==> config.mk <==
export PLATFORM = sky130hd
export DESIGN_NAME = uart_rx_fifo
export DESIGN_NICKNAME = d
export VERILOG_FILES = /design/src/rtl/uart_rx_fifo.sv
export SDC_FILE = /design/constraint.sdc
export NUM_CORES = 1
export LEC_CHECK = 0
export ABC_AREA = 1
export CELL_PAD_IN_SITES_DETAIL_PLACEMENT = 0
export CELL_PAD_IN_SITES_GLOBAL_PLACEMENT = 2
export CORE_UTILIZATION = 45
export CTS_BUF_LIST = sky130_fd_sc_hd__clkbuf_2
export DETAILED_ROUTE_END_ITERATION = 16
export GPL_TIMING_DRIVEN = 0
export PLACE_DENSITY_LB_ADDON = 0.12
export SYNTH_ARGS = -nofsm -noshare
export SYNTH_HDL_FRONTEND = slang
export SYNTH_SLANG_ARGS = --single-unit
==> constraint.sdc <==
create_clock -name QClk -period 6 [get_ports QClk]
set_input_delay 0.9 -clock QClk [delete_from_list [all_inputs] [get_ports QClk]]
set_output_delay 0.9 -clock QClk [all_outputs]
set_load 0.01 [all_outputs]
==> src/rtl/uart_rx_fifo.sv <==
// uart_rx_fifo: 16x-oversampling 8N1 UART receiver feeding a first-word-fall-through byte FIFO
module uart_rx_fifo #(
    parameter int BAUD_DIV   = 27,
    parameter int FIFO_DEPTH = 8
) (
    input  logic                            QClk,
    input  logic                            RstQnnnH,
    input  logic                            UartRxSerial,
    input  logic                            RxPopQ,
    input  logic                            ErrClearQ,
    output logic [7:0]                      RxDataQ,
    output logic                            RxValidQ,
    output logic [$clog2(FIFO_DEPTH):0]     RxCountQ,
    output logic                            RxOverrunQ,
    output logic                            RxFrameErrQ,
    output logic                            RxIrqQ
);
    localparam int AW = $clog2(FIFO_DEPTH);
    localparam int CW = AW + 1;

    typedef enum logic [2:0] {IDLE, START, DATA, STOP, BREAK} state_t;

    state_t          state_q, state_d;
    logic            sync1_q, sync2_q;
    logic [15:0]     div_q, div_d;
    logic [3:0]      cnt_q, cnt_d;
    logic [2:0]      idx_q, idx_d;
    logic [7:0]      shreg_q, shreg_d;
    logic [7:0]      mem_q [FIFO_DEPTH];
    logic [AW-1:0]   wr_q, rd_q;
    logic [CW-1:0]   count_q;
    logic            ovr_q, frm_q;
    logic            line, tick, stop_smp, full, push, pop_ok;

    assign line     = sync2_q;
    assign tick     = div_q == 16'(BAUD_DIV - 1);
    assign full     = count_q == CW'(FIFO_DEPTH);
    assign pop_ok   = RxPopQ && RxValidQ;
    // A full FIFO still accepts a byte when the same cycle pops, since a slot frees up
    assign push     = stop_smp && line && (!full || RxPopQ);

    assign RxValidQ    = count_q != '0;
    assign RxDataQ     = RxValidQ ? mem_q[rd_q] : 8'h00;
    assign RxCountQ    = count_q;
    assign RxOverrunQ  = ovr_q;
    assign RxFrameErrQ = frm_q;
    assign RxIrqQ      = RxValidQ || ovr_q || frm_q;

    // Deframing FSM next state plus baud divider, sample counter and shift register
    always_comb begin
        state_d  = state_q;
        div_d    = tick ? 16'd0 : div_q + 16'd1;
        cnt_d    = tick ? cnt_q + 4'd1 : cnt_q;
        idx_d    = idx_q;
        shreg_d  = shreg_q;
        stop_smp = 1'b0;
        case (state_q)
            IDLE: if (!line) begin
                state_d = START;
                div_d   = 16'd0;
            end
            START: if (tick && cnt_q == 4'd7) begin
                state_d = line ? IDLE : DATA;
                idx_d   = 3'd0;
            end
            DATA: if (tick && cnt_q == 4'd15) begin
                shreg_d = {line, shreg_q[7:1]};
                idx_d   = idx_q + 3'd1;
                state_d = idx_q == 3'd7 ? STOP : DATA;
            end
            STOP: if (tick && cnt_q == 4'd15) begin
                stop_smp = 1'b1;
                state_d  = line ? IDLE : BREAK;
            end
            BREAK: if (line) state_d = IDLE;
            default: state_d = IDLE;
        endcase
        if (state_d != state_q) cnt_d = 4'd0;
    end

    // Receiver state, synchroniser, FIFO pointers and sticky flags
    always_ff @(posedge QClk or negedge RstQnnnH) begin
        if (!RstQnnnH) begin
            state_q <= IDLE;
            sync1_q <= 1'b1;
            sync2_q <= 1'b1;
            div_q   <= '0;
            cnt_q   <= '0;
            idx_q   <= '0;
            shreg_q <= '0;
            wr_q    <= '0;
            rd_q    <= '0;
            count_q <= '0;
            ovr_q   <= 1'b0;
            frm_q   <= 1'b0;
        end else begin
            state_q <= state_d;
            sync1_q <= UartRxSerial;
            sync2_q <= sync1_q;
            div_q   <= div_d;
            cnt_q   <= cnt_d;
            idx_q   <= idx_d;
            shreg_q <= shreg_d;
            wr_q    <= push ? wr_q + AW'(1) : wr_q;
            rd_q    <= pop_ok ? rd_q + AW'(1) : rd_q;
            count_q <= count_q + CW'(push) - CW'(pop_ok);
            ovr_q   <= (stop_smp && line && full && !RxPopQ) || (ovr_q && !ErrClearQ);
            frm_q   <= (stop_smp && !line) || (frm_q && !ErrClearQ);
        end
    end

    // FIFO storage needs no reset; the count masks stale entries
    always_ff @(posedge QClk) begin
        if (push) mem_q[wr_q] <= shreg_q;
    end
endmodule

==> key figures <==
Yosys
  • Seq/Total Area, Yosys: 61.7%
  • Top-area cell type share of the netlist area: between 30 and 40%
  • Top post-synthesis cells by area: edfxtp_1 38%, dfrtp_1 23%, nor2_1 7.3%
  • Synth area leader: edfxtp_1
  • Top-count cell post-synth: nor2_1
  • Synth warn: 0
  • Synthesized area: 0.00506 mm²
  • Synth cell types: 37
  • FFs w/ async S/R, synth: 42.9%
  • Post-synth EDFFs: 64
  • Synth Register Bits: 112
  • Syn avg cell area: 10.6 µm²
  • Syn Nets: 497
  • Syn Inst Count: 478
  • Post-synth top cells: 99 x nor2_1, 64 x edfxtp_1, 47 x nand2_1
  • Main flop type after synthesis: edfxtp_1

Global routing
  • Number of global-route vias before repair: 3333
  • Met1 Resource Use GR: around a quarter
  • Total GRT Usage: between 20 and 25%
  • GR peak layer: met2
  • First-pass GRT wire length: 17100 µm
  • Initial antenna violation count: 0
  • GRT met2 Usage: 35.1%
  • Pin count of the biggest net entering global routing: 26
  • GRT overflow: 0
  • Met3 GRT Util: 3.32%

Final layout
  • ANT cells: 0
  • Area Growth Syn to Fin: 9.54%
  • Final Util: 50.9%
  • Post-Layout Cell Count: approximately 660
  • Fin nets: 529
  • Design area: 0.00555 mm²
  • Fraction of layout instances using a drive strength above 1: 9.90%

Status
  • Status: complete, no violations

CTS
  • CTS Buffer Depth: 2
  • Htree depth: 3
  • CTS sink cnt: 112
  • Root buf cell: clkbuf_2
  • Hold_buf cts: 0
  • CTS buffer count: 9
  • Post-CTS Setup Bufs: 0
  • Clk slew on worst S/H paths: 0.29 ns
  • TritonCTS clock tree: done
  • Post-CTS sizing: 0
  • Clk_lat worst skew: 0.60 ns

Timing
  • Least-Margin Pin Slew: between 0.8 and 0.9 ns
  • Slew Viols, Final: 0
  • Final worst-path cycle share: a little under 70%
  • Final worst slack: 1.97 ns
  • Min Tclk post-route: 4.03 ns
  • Final setup viols: 0
  • Fmax: 248 MHz
  • Final Hold Fails: 0
  • RSZ-0062 raised after global routing: no
  • Final Skew: 0.0283 ns
  • Fin Hold WS: roughly 0.23 ns
  • Slew HR: 43.3%
  • Setup TNS Final: 0 ns

Routing
  • Vias per Instance: between 5 and 6
  • DR iter-0 viols: 122
  • Drt pass-1 iters: 4
  • Remaining antenna violation count after routing: 0
  • Drt wl/cell: between 15 and 20 µm
  • Residual DRC: 0
  • Routed WL: roughly 11000 µm
  • Via Count: around 3.4k

Critical path
  • CP Data Required Time: approximately 5.1 ns
  • CP max FO: 10
  • Startpoint Class: flop
  • CP arrival: 3.13 ns
  • Setup CP Type: flop to primary output
  • Crit. End Element: primary output

Floorplanning
  • Core Box Area: 0.0109 mm²
  • Initial core utilization: 46.5%
  • Row cnt: 38
  • Top Ports: 21
  • Die Width: approximately 110 µm
  • Chip height: 108 µm
  • Die area: about 0.012 mm²

Flow run
  • Max-cap viol count: 0

Power
  • PD cells: roughly 330 mW/mm²
  • Leakage Power: 2.37 nW
  • Worst vdd ir: 0.000169 V
  • Power Total: 1.82 mW

Placed design
  • Placed cells: 639
  • GP Congestion: approximately 0.78
  • Place WS: about 2.7 ns
  • Placed cell area: 0.00545 mm²
  • Dpl hpwl: 7560 µm
  • # port buffers: 20

Min path
  • Min-Delay Path Class: input port to asynchronous set/reset pin
==> sequential cells by signal, indices dropped and copies added, names as in the netlist <==
signal	flops
RxCountQ	4
RxFrameErrQ	1
RxOverrunQ	1
cnt_q	4
div_q	16
idx_q	3
line	1
mem_q	64
rd_q	3
shreg_q	8
state_q	3
sync1_q	1
wr_q	3
==> per-layer routing <==
layer  wire, µm  vias up
met3        218       21
met1       4660     1664
met2       5470       43
met4        272        0
li1           -     1708
met5          0        -
==> placed cells by master (no fill, tap or decap), types with 3 or more instances in the layout <==
| master | count |
|---|---|
| a21oi_1 | 12 |
| a31oi_1 | 8 |
| clkbuf_1 | 10 |
| clkbuf_2 | 10 |
| clkdlybuf4s50_1 | 19 |
| dfrtp_1 | 46 |
| edfxtp_1 | 64 |
| ha_1 | 13 |
| inv_1 | 38 |
| mux2_2 | 7 |
| nand2_1 | 47 |
| nand3_1 | 15 |
| nand3_2 | 3 |
| nand4_1 | 4 |
| nor2_1 | 99 |
| nor2_2 | 5 |
| nor2_4 | 3 |
| nor3_1 | 8 |
| nor3_2 | 4 |
| nor3b_1 | 4 |
| nor4_1 | 3 |
| o21ai_0 | 44 |
| o22ai_1 | 9 |
| xor2_1 | 11 |
==> power by group <==
| group | total, mW | internal (mW) | switching (mW) | leakage [nW] |
|---|---|---|---|---|
| clock network | 0.309 | 0.0584 | 0.251 | 0.0603 |
| registers | 0.860 | 0.836 | 0.0241 | 1.35 |
| logic | 0.646 | 0.271 | 0.375 | 0.954 |
| total | 1.82 | 1.17 | 0.650 | 2.37 |
==> kinds of logic after synthesis <==
kind of cell	after synthesis	synth area share, %
AO/OA/AOI/OAI	81	8.87
XOR/XNOR	13	2.25
adder cells (fa/ha/maj)	14	3.61
buffers and inverters	51	3.81
flip-flops	112	61.7
multiplexers	8	1.75
AND/OR/NAND/NOR	199	18.0
==> critical path, cell delays in order (launching register included) <==
cell,delay [ns]
dfrtp_1,0.55
inv_1,0.26
clkbuf_1,0.45
o21ai_0,0.20
o22ai_1,0.15
o21ai_0,0.15
a31oi_1,0.21
clkdlybuf4s50_1,0.56
==> final cells by class <==
class,instances,area (µm²)
fill,1027,5340
clock buffer,10,50.0
sequential,112,3130
tap,140,175
timing repair buffer,21,215
inverter,40,150
clock inverter,6,42.5
buffer,11,42.5
multi-input combinational,315,1740
==> worst paths after layout <==
path                          start          end  slack (ns)  cells after the start
hold reg to reg             sync1_q         line        0.37                      0
setup / recovery            rd_q[1]   RxDataQ[6]        1.97                      7
max in group asynchronous  RstQnnnH  RxCountQ[3]        5.20                      2
min in group QClk           sync1_q         line        0.37                      0
hold / removal             RstQnnnH   shreg_q[5]        0.23                      1
setup reg to reg           div_q[0]  RxCountQ[2]        3.18                     14
No activity file was read; power rests on OpenSTA's default activity.
